[src/rtl/rf_wb_pkg.sv]
// Shared types and constants for the register-file writeback block.
// Load extension helper is used only when RF_WB_LOAD_EXT_EN is defined.
package rf_wb_pkg;

  localparam int XLEN     = 32;
  localparam int WB_DEPTH = 4;

  localparam logic [2:0] F3_LB  = 3'b000;
  localparam logic [2:0] F3_LH  = 3'b001;
  localparam logic [2:0] F3_LW  = 3'b010;
  localparam logic [2:0] F3_LBU = 3'b100;
  localparam logic [2:0] F3_LHU = 3'b101;

  function automatic logic [XLEN-1:0] load_ext(
    input logic [2:0]      f3,
    input logic [1:0]      lo,
    input logic [XLEN-1:0] d
  );
    logic [7:0]  b;
    logic [15:0] h;
    logic [XLEN-1:0] r;
    b = d[{lo, 3'b000} +: 8];
    h = lo[1] ? d[31:16] : d[15:0];
    case (f3)
      F3_LB:   r = {{24{b[7]}}, b};
      F3_LH:   r = {{16{h[15]}}, h};
      F3_LBU:  r = {24'd0, b};
      F3_LHU:  r = {16'd0, h};
      default: r = d;
    endcase
    return r;
  endfunction

endpackage

[src/rtl/rf_wb_fifo.sv]
// Load-result buffer: storage, pointers, occupancy, kill bits and
// rd-match lookup for the decode-stage hazard query.
module rf_wb_fifo
  import rf_wb_pkg::*;
#(
  parameter int DEPTH = WB_DEPTH
) (
  input  logic                   Clk,
  input  logic                   Rst,
  input  logic                   push_i,
  input  logic [4:0]             push_rd_i,
  input  logic [XLEN-1:0]        push_data_i,
  input  logic                   pop_i,
  input  logic                   kill_en_i,
  input  logic [4:0]             kill_rd_i,
  input  logic [4:0]             rd1_i,
  input  logic [4:0]             rd2_i,
  output logic [4:0]             head_rd_o,
  output logic [XLEN-1:0]        head_data_o,
  output logic                   head_kill_o,
  output logic [$clog2(DEPTH):0] count_o,
  output logic                   full_o,
  output logic                   match1_o,
  output logic                   match2_o
);

  localparam int AW = $clog2(DEPTH);
  localparam int CW = AW + 1;

  logic [4:0]      rd_q   [DEPTH];
  logic [XLEN-1:0] data_q [DEPTH];
  logic [DEPTH-1:0] vld_q;
  logic [DEPTH-1:0] kill_q;
  logic [AW-1:0]   wp_q;
  logic [AW-1:0]   rp_q;
  logic [CW-1:0]   cnt_q;
  logic            kill_act;

  assign kill_act = kill_en_i && (kill_rd_i != 5'd0);

  always_ff @(posedge Clk) begin
    if (!Rst) begin
      wp_q   <= '0;
      rp_q   <= '0;
      cnt_q  <= '0;
      vld_q  <= '0;
      kill_q <= '0;
    end else begin
      // A younger ALU write makes older queued loads to the same rd dead
      for (int i = 0; i < DEPTH; i++) begin
        if (kill_act && vld_q[i] && rd_q[i] == kill_rd_i)
          kill_q[i] <= 1'b1;
      end
      if (pop_i) begin
        vld_q[rp_q] <= 1'b0;
        rp_q        <= rp_q + AW'(1);
      end
      if (push_i) begin
        vld_q[wp_q]  <= 1'b1;
        kill_q[wp_q] <= kill_act && (push_rd_i == kill_rd_i);
        rd_q[wp_q]   <= push_rd_i;
        data_q[wp_q] <= push_data_i;
        wp_q         <= wp_q + AW'(1);
      end
      cnt_q <= cnt_q + CW'(push_i) - CW'(pop_i);
    end
  end

  always_comb begin
    match1_o = 1'b0;
    match2_o = 1'b0;
    for (int i = 0; i < DEPTH; i++) begin
      if (vld_q[i] && !kill_q[i]) begin
        if (rd_q[i] == rd1_i) match1_o = 1'b1;
        if (rd_q[i] == rd2_i) match2_o = 1'b1;
      end
    end
  end

  assign head_rd_o   = rd_q[rp_q];
  assign head_data_o = data_q[rp_q];
  assign head_kill_o = kill_q[rp_q];
  assign count_o     = cnt_q;
  assign full_o      = (cnt_q == CW'(DEPTH));

endmodule

[src/rtl/rf_writeback.sv]
// Register-file writeback arbiter: ALU results win, loads queue behind.
// Define RF_WB_LOAD_EXT_EN to extract/extend sub-word loads at enqueue.
module rf_writeback
  import rf_wb_pkg::*;
#(
  parameter int DEPTH = WB_DEPTH
) (
  input  logic                   Clk,
  input  logic                   Rst,
  input  logic                   alu_valid,
  input  logic [4:0]             alu_rd,
  input  logic [XLEN-1:0]        alu_data,
  input  logic                   mem_valid,
  input  logic [4:0]             mem_rd,
  input  logic [XLEN-1:0]        mem_data,
  input  logic [2:0]             mem_funct3,
  input  logic [1:0]             mem_addr_lo,
  output logic                   mem_ready,
  output logic                   regWen,
  output logic [4:0]             writeReg,
  output logic [XLEN-1:0]        writeData,
  input  logic [4:0]             read1,
  input  logic [4:0]             read2,
  output logic                   pend1,
  output logic                   pend2,
  output logic [$clog2(DEPTH):0] wb_count
);

  logic            push;
  logic            pop;
  logic            full;
  logic [4:0]      head_rd;
  logic [XLEN-1:0] head_data;
  logic            head_kill;
  logic [XLEN-1:0] push_data;
  logic            m1;
  logic            m2;

  logic            wen_q;
  logic            wen_d;
  logic [4:0]      wreg_q;
  logic [4:0]      wreg_d;
  logic [XLEN-1:0] wdata_q;
  logic [XLEN-1:0] wdata_d;

`ifdef RF_WB_LOAD_EXT_EN
  assign push_data = load_ext(mem_funct3, mem_addr_lo, mem_data);
`else
  logic unused_ext;
  assign unused_ext = ^{mem_funct3, mem_addr_lo};
  assign push_data  = mem_data;
`endif

  assign mem_ready = !full;
  assign push      = mem_valid && !full;
  assign pop       = !alu_valid && (wb_count != '0);

  rf_wb_fifo #(.DEPTH(DEPTH)) u_fifo (
    .Clk         (Clk),
    .Rst         (Rst),
    .push_i      (push),
    .push_rd_i   (mem_rd),
    .push_data_i (push_data),
    .pop_i       (pop),
    .kill_en_i   (alu_valid),
    .kill_rd_i   (alu_rd),
    .rd1_i       (read1),
    .rd2_i       (read2),
    .head_rd_o   (head_rd),
    .head_data_o (head_data),
    .head_kill_o (head_kill),
    .count_o     (wb_count),
    .full_o      (full),
    .match1_o    (m1),
    .match2_o    (m2)
  );

  always_comb begin
    wen_d   = 1'b0;
    wreg_d  = wreg_q;
    wdata_d = wdata_q;
    unique case (1'b1)
      alu_valid: begin
        if (alu_rd != 5'd0) begin
          wen_d   = 1'b1;
          wreg_d  = alu_rd;
          wdata_d = alu_data;
        end
      end
      pop: begin
        if (!head_kill && head_rd != 5'd0) begin
          wen_d   = 1'b1;
          wreg_d  = head_rd;
          wdata_d = head_data;
        end
      end
      default: ;
    endcase
  end

  always_ff @(posedge Clk) begin
    if (!Rst) begin
      wen_q   <= 1'b0;
      wreg_q  <= '0;
      wdata_q <= '0;
    end else begin
      wen_q   <= wen_d;
      wreg_q  <= wreg_d;
      wdata_q <= wdata_d;
    end
  end

  assign regWen    = wen_q;
  assign writeReg  = wreg_q;
  assign writeData = wdata_q;

  assign pend1 = (read1 != 5'd0) && (m1 || (wen_q && wreg_q == read1));
  assign pend2 = (read2 != 5'd0) && (m2 || (wen_q && wreg_q == read2));

endmodule

[config.mk]
export PLATFORM = sky130hd
export DESIGN_NAME = rf_writeback
export DESIGN_NICKNAME = d
export VERILOG_FILES = /design/src/rtl/rf_wb_pkg.sv /design/src/rtl/rf_wb_fifo.sv /design/src/rtl/rf_writeback.sv
export SDC_FILE = /design/constraint.sdc
export NUM_CORES = 1
export LEC_CHECK = 0
export BUFFER_PORTS_ARGS = -buffer_cell sky130_fd_sc_hd__buf_2
export CAP_MARGIN = 20
export CORE_AREA = 2 2 131 120
export CTS_BUF_LIST = sky130_fd_sc_hd__clkbuf_4 sky130_fd_sc_hd__clkbuf_8
export DETAILED_ROUTE_END_ITERATION = 7
export DIE_AREA = 0 0 133 122
export PLACE_DENSITY = 0.85
export SLEW_MARGIN = 20
export SYNTH_ARGS = -nofsm -noshare
export SYNTH_HDL_FRONTEND = slang
export SYNTH_SLANG_ARGS = --single-unit
[constraint.sdc]
create_clock -name Clk -period 5.55 [get_ports Clk]
set_clock_uncertainty 0.15 [all_clocks]
set_input_delay 0.2775 -clock Clk [delete_from_list [all_inputs] [get_ports Clk]]
set_output_delay 0.2775 -clock Clk [all_outputs]
set_load 0.01 [all_outputs]
==> results.md <==
Status:
- The flow ran to the end, and the final reports show no timing, DRC or antenna violations.

Timing:
- Timing would allow up to 329 MHz.
- Once routing completed, OpenROAD measured the worst setup slack at between 2 and 3 ns.
- Setup violations remaining at the end of the flow were counted as 0.
- The transition time at the pin with the least slew margin is between 1 and 1.5 ns.
- The count of final hold-check violations is 0.
- On the final layout, the worst hold slack is between 0.06 and 0.07 ns.
- Setup repair after global routing left no endpoint under its margin.
- The final count of pins violating max slew is 0.
- After routing, the total negative slack on setup checks comes to 0 ns.
- The routed design could run at a clock period as short as 3.04 ns.
- The headroom to the max-slew limit is 0.280.
- The post-route clock period utilization is 0.548.

Setup path:
- The peak fanout along the critical path is 37.
- The cell with the largest stage delay on the worst path is dfxtp_2.
- The worst setup path is launched from a register.
- The kind of capture point of the worst setup path is a register.
- On the critical path the largest part of the delay comes from flip-flops.
- The critical path goes through mux4_2 > nor4_2 > nand3_2 > and2_4 > a211oi_1.
- The worst endpoint data arrival time is between 3 and 4 ns.
- For the worst setup path, the data required time is ~6 ns.
- The number of buffers and inverters on the critical path is 0.
- The type of the worst setup path is register to register.
- On the worst path, the slowest cell contributes a delay of about 1 ns.

Clock network:
- The cell sitting at the root of the clock tree is a clkbuf_8.
- The clock drives between 200 and 250 sinks.
- The buffer levels on the longest clock path is 3.
- After clock tree synthesis, the clock-pin slew on the worst setup and hold paths is around 0.060 ns.
- In this run the number of H-tree levels came out at 1.
- The TritonCTS clock tree is yes.
- The later-pin clock latency in the skew report is between 0.5 and 0.6 ns.
- The number of clock buffers added by TritonCTS is 31.
- The post-CTS setup repair buffer count is 0.

Finish:
- The area growth from synthesis to final layout is 22.9%.
- In the final layout, the share of cells above drive strength 1 is 0.330.
- In the final design database the tool counted 892 nets.
- The final cell area excluding filler cells is 0.0111 mm2.
- 0 antenna diodes ended up in the layout.

Placed design:
- At the placement stage, the worst setup path has a slack of between 2 and 2.5 ns.
- The placer congestion estimate is about 0.92.
- Input and output buffers added on the ports amount to about 130.
- The standard cell area after detailed placement is slightly below 0.01 mm2.
- Detailed placement finished with a half-perimeter wire length of roughly 13000 um.

Power and ir drop:
- The reported leakage power is slightly below 4 nW.
- Of the total power, registers draw 0.457.
- The relative contribution of combinational cells to total power is 0.267.
- The worst ir drop on vdd is approximately 260 uV.
- The internal power of the cells totals slightly below 3 mW.
- The power per unit of standard cell area is about 380 mW/mm2.
- The switching portion of total power is 0.306.
- The share of total power dissipated in the clock network is 0.275.
- The power dissipated by switching net loads is around 1.3 mW.
- The total power draw is approximately 4.3 mW.

Die:
- The floorplan step defined a core boundary enclosing roughly 0.015 mm2.
- The floorplan step defined a die boundary enclosing approximately 0.016 mm2.
- Pin placement for this block handled roughly 140 I/O pins.
- The x dimension of the die is ~130 um.
- The initialized floorplan defines 43 standard-cell rows.
- The starting density of the core is 0.601.
- The floorplan step set the die height to between 100 and 150 um.

Synthesis:
- After synthesis, the cell types taking the most area are edfxtp_1 (49%), dfxtp_1 (12%), mux4_2 (9.5%).
- In this run the cell area of the synthesized design comes to between 0.009 and 0.01 mm2.
- Yosys printed 0 warnings.
- The async set-or-reset flop fraction in the synthesized netlist is 0.
- The number of nets handed over by synthesis was roughly 700.
- Of all cell types, the one taking the most synthesized area is edfxtp_1.
- Yosys mapped a number of flops with a built-in enable equal to approximately 150.
- In this run, synthesis produced a sequential element count of 203.
- The library cell with the highest instance count after synthesis is edfxtp_1.
- The number of unique standard cell types used by synthesis is 34.
- Counting every instance in the synthesized netlist gives roughly 590.
- The share of synthesized area in the top cell type comes to 0.493.
- The sequential element share of the synthesized area is 0.615.
- The commonest cells after synthesis are edfxtp_1 (148), xnor2_1 (60), dfxtp_1 (55), a21oi_1 (43), mux2i_1 (39).
- Among all flip-flop cells after synthesis, the most frequent one is edfxtp_1.
- The post-synthesis area per instance is 15.2 um2.

Route:
- The routed design has around 22000 um of wire.
- In this run, the number of DRC markers left after iteration 0 of detailed routing was 526.
- Dividing the detail-routed wire length by the instance count gives roughly 21 um.
- In the routed design, unresolved DRC markers number 0.
- The post-route antenna net violation count is 0.
- The via count of the routed design is between 5000 and 6000.
- The detailed-router iteration count before antenna repair is 5.
- The detail-routed via count per cell is a little under 6.

Hold path:
- The kind of path behind the tightest hold check is primary input to register.

GRT:
- The layer carrying the most global-route usage is met2.
- The global-route track usage on met1 is 0.345.
- The global routing usage on met2 is 0.466.
- Entering global routing, the biggest net connects 44 pins.
- The via count of the first global-routing pass is 6211.
- Global routing finished with a remaining overflow of 0.
- Across every metal layer, demand over resource in global routing totals 0.270.
- The initial antenna violation count was 0.
- The wire length of the first global-routing pass is 33300 um.
- For met3 alone, demand over resource in global routing was 0.0466.

Job:
- The tool flagged a number of max-cap violations equal to 0.
per-layer routing:
layer | vias up | part of all wire
met5 | - | 0
li1 | 2664 | -
met2 | 285 | 0.50
met3 | 48 | 0.075
met4 | 0 | 0.027
met1 | 2987 | 0.39
worst paths after layout:
kind	start	end	slack, ns	cells after the start
setup / recovery	register	writeData[17]	2.51	5
setup reg to reg	register	writeData[17]	2.51	5
hold / removal	alu_data[23]	writeData[23]	0.06	3
hold reg to reg	u_fifo.vld_q[3]	u_fifo.vld_q[3]	0.33	2
power by group through the flow:
stage	sequential [mW]	clock, mW	combinational (mW)
after global placement	1.96	0	1.05
final	1.95	1.17	1.14
after global routing	1.97	1.25	1.23
after CTS	1.94	1.18	1.13
after floorplan	1.95	0	0.794
after detailed placement	1.97	0	1.09
stage by stage:
| step | instances | util |
|---|---|---|
| 2_1_floorplan | 594 | - |
| 3_3_place_gp | 887 | 0.652 |
| 3_5_place_dp | 887 | 0.652 |
| 4_1_cts | 1015 | 0.738 |
| 5_1_grt | 1015 | 0.738 |
| 6_report | 1015 | 0.738 |
worst min-delay path, stage by stage:
cell and delay, ns:
buf_2 0.09, mux2i_1 0.10, a211oi_2 0.25
flip-flops by register name, indices dropped and copies added (netlist names), 3 cells and up, named ones only:
name / cells
u_fifo.count_o: 3
u_fifo.data_q: 128
u_fifo.kill_q: 4
u_fifo.rd_q: 20
u_fifo.vld_q: 4
writeData: 32
writeReg: 5
final cells by class:
type / instances / area, um2
clock buffer: 42 / 522
clock inverter: 16 / 73.8
fill: 902 / 3930
inverter: 10 / 37.5
multi-input combinational: 336 / 3250
sequential: 203 / 5550
tap: 202 / 253
timing repair buffer: 206 / 1390
kinds of logic after synthesis:
| family | share of synthesized area |
|---|---|
| flops | 0.615 |
| mux | 0.138 |
| fa+ha+maj | 0.0161 |
| buf+inv | 0.0280 |
| xor+xnor | 0.0767 |
| compound gates | 0.0842 |
| simple gates | 0.0418 |
cells in the final DEF (no fill, tap or decap), drive strengths merged, types with 3 or more instances in the layout:
cell         synthesis  routed
a211oi              41      41
nor3                11      11
ha                  10      10
mux2i               39      39
nand2               13      13
buf                 15     136
nand2b               4       4
mux4                38      38
a21oi               43      43
nor4                 4       4
dlygate4sd3          0      70
edfxtp             148     148
xor2                19      19
dfxtp               55      55
nor2                19      19
or4                  3       3
nand4               12      12
a31oi                6       6
clkbuf              30      42
inv                 10      10
xnor2               60      60
and3                 4       4
clkinv               0      15
what timing repair did:
item,CTS,global route
resized for setup,0,0
hold buffers,70,0
hold endpoints to repair,181,0
No activity file was read; power rests on OpenSTA's default activity.
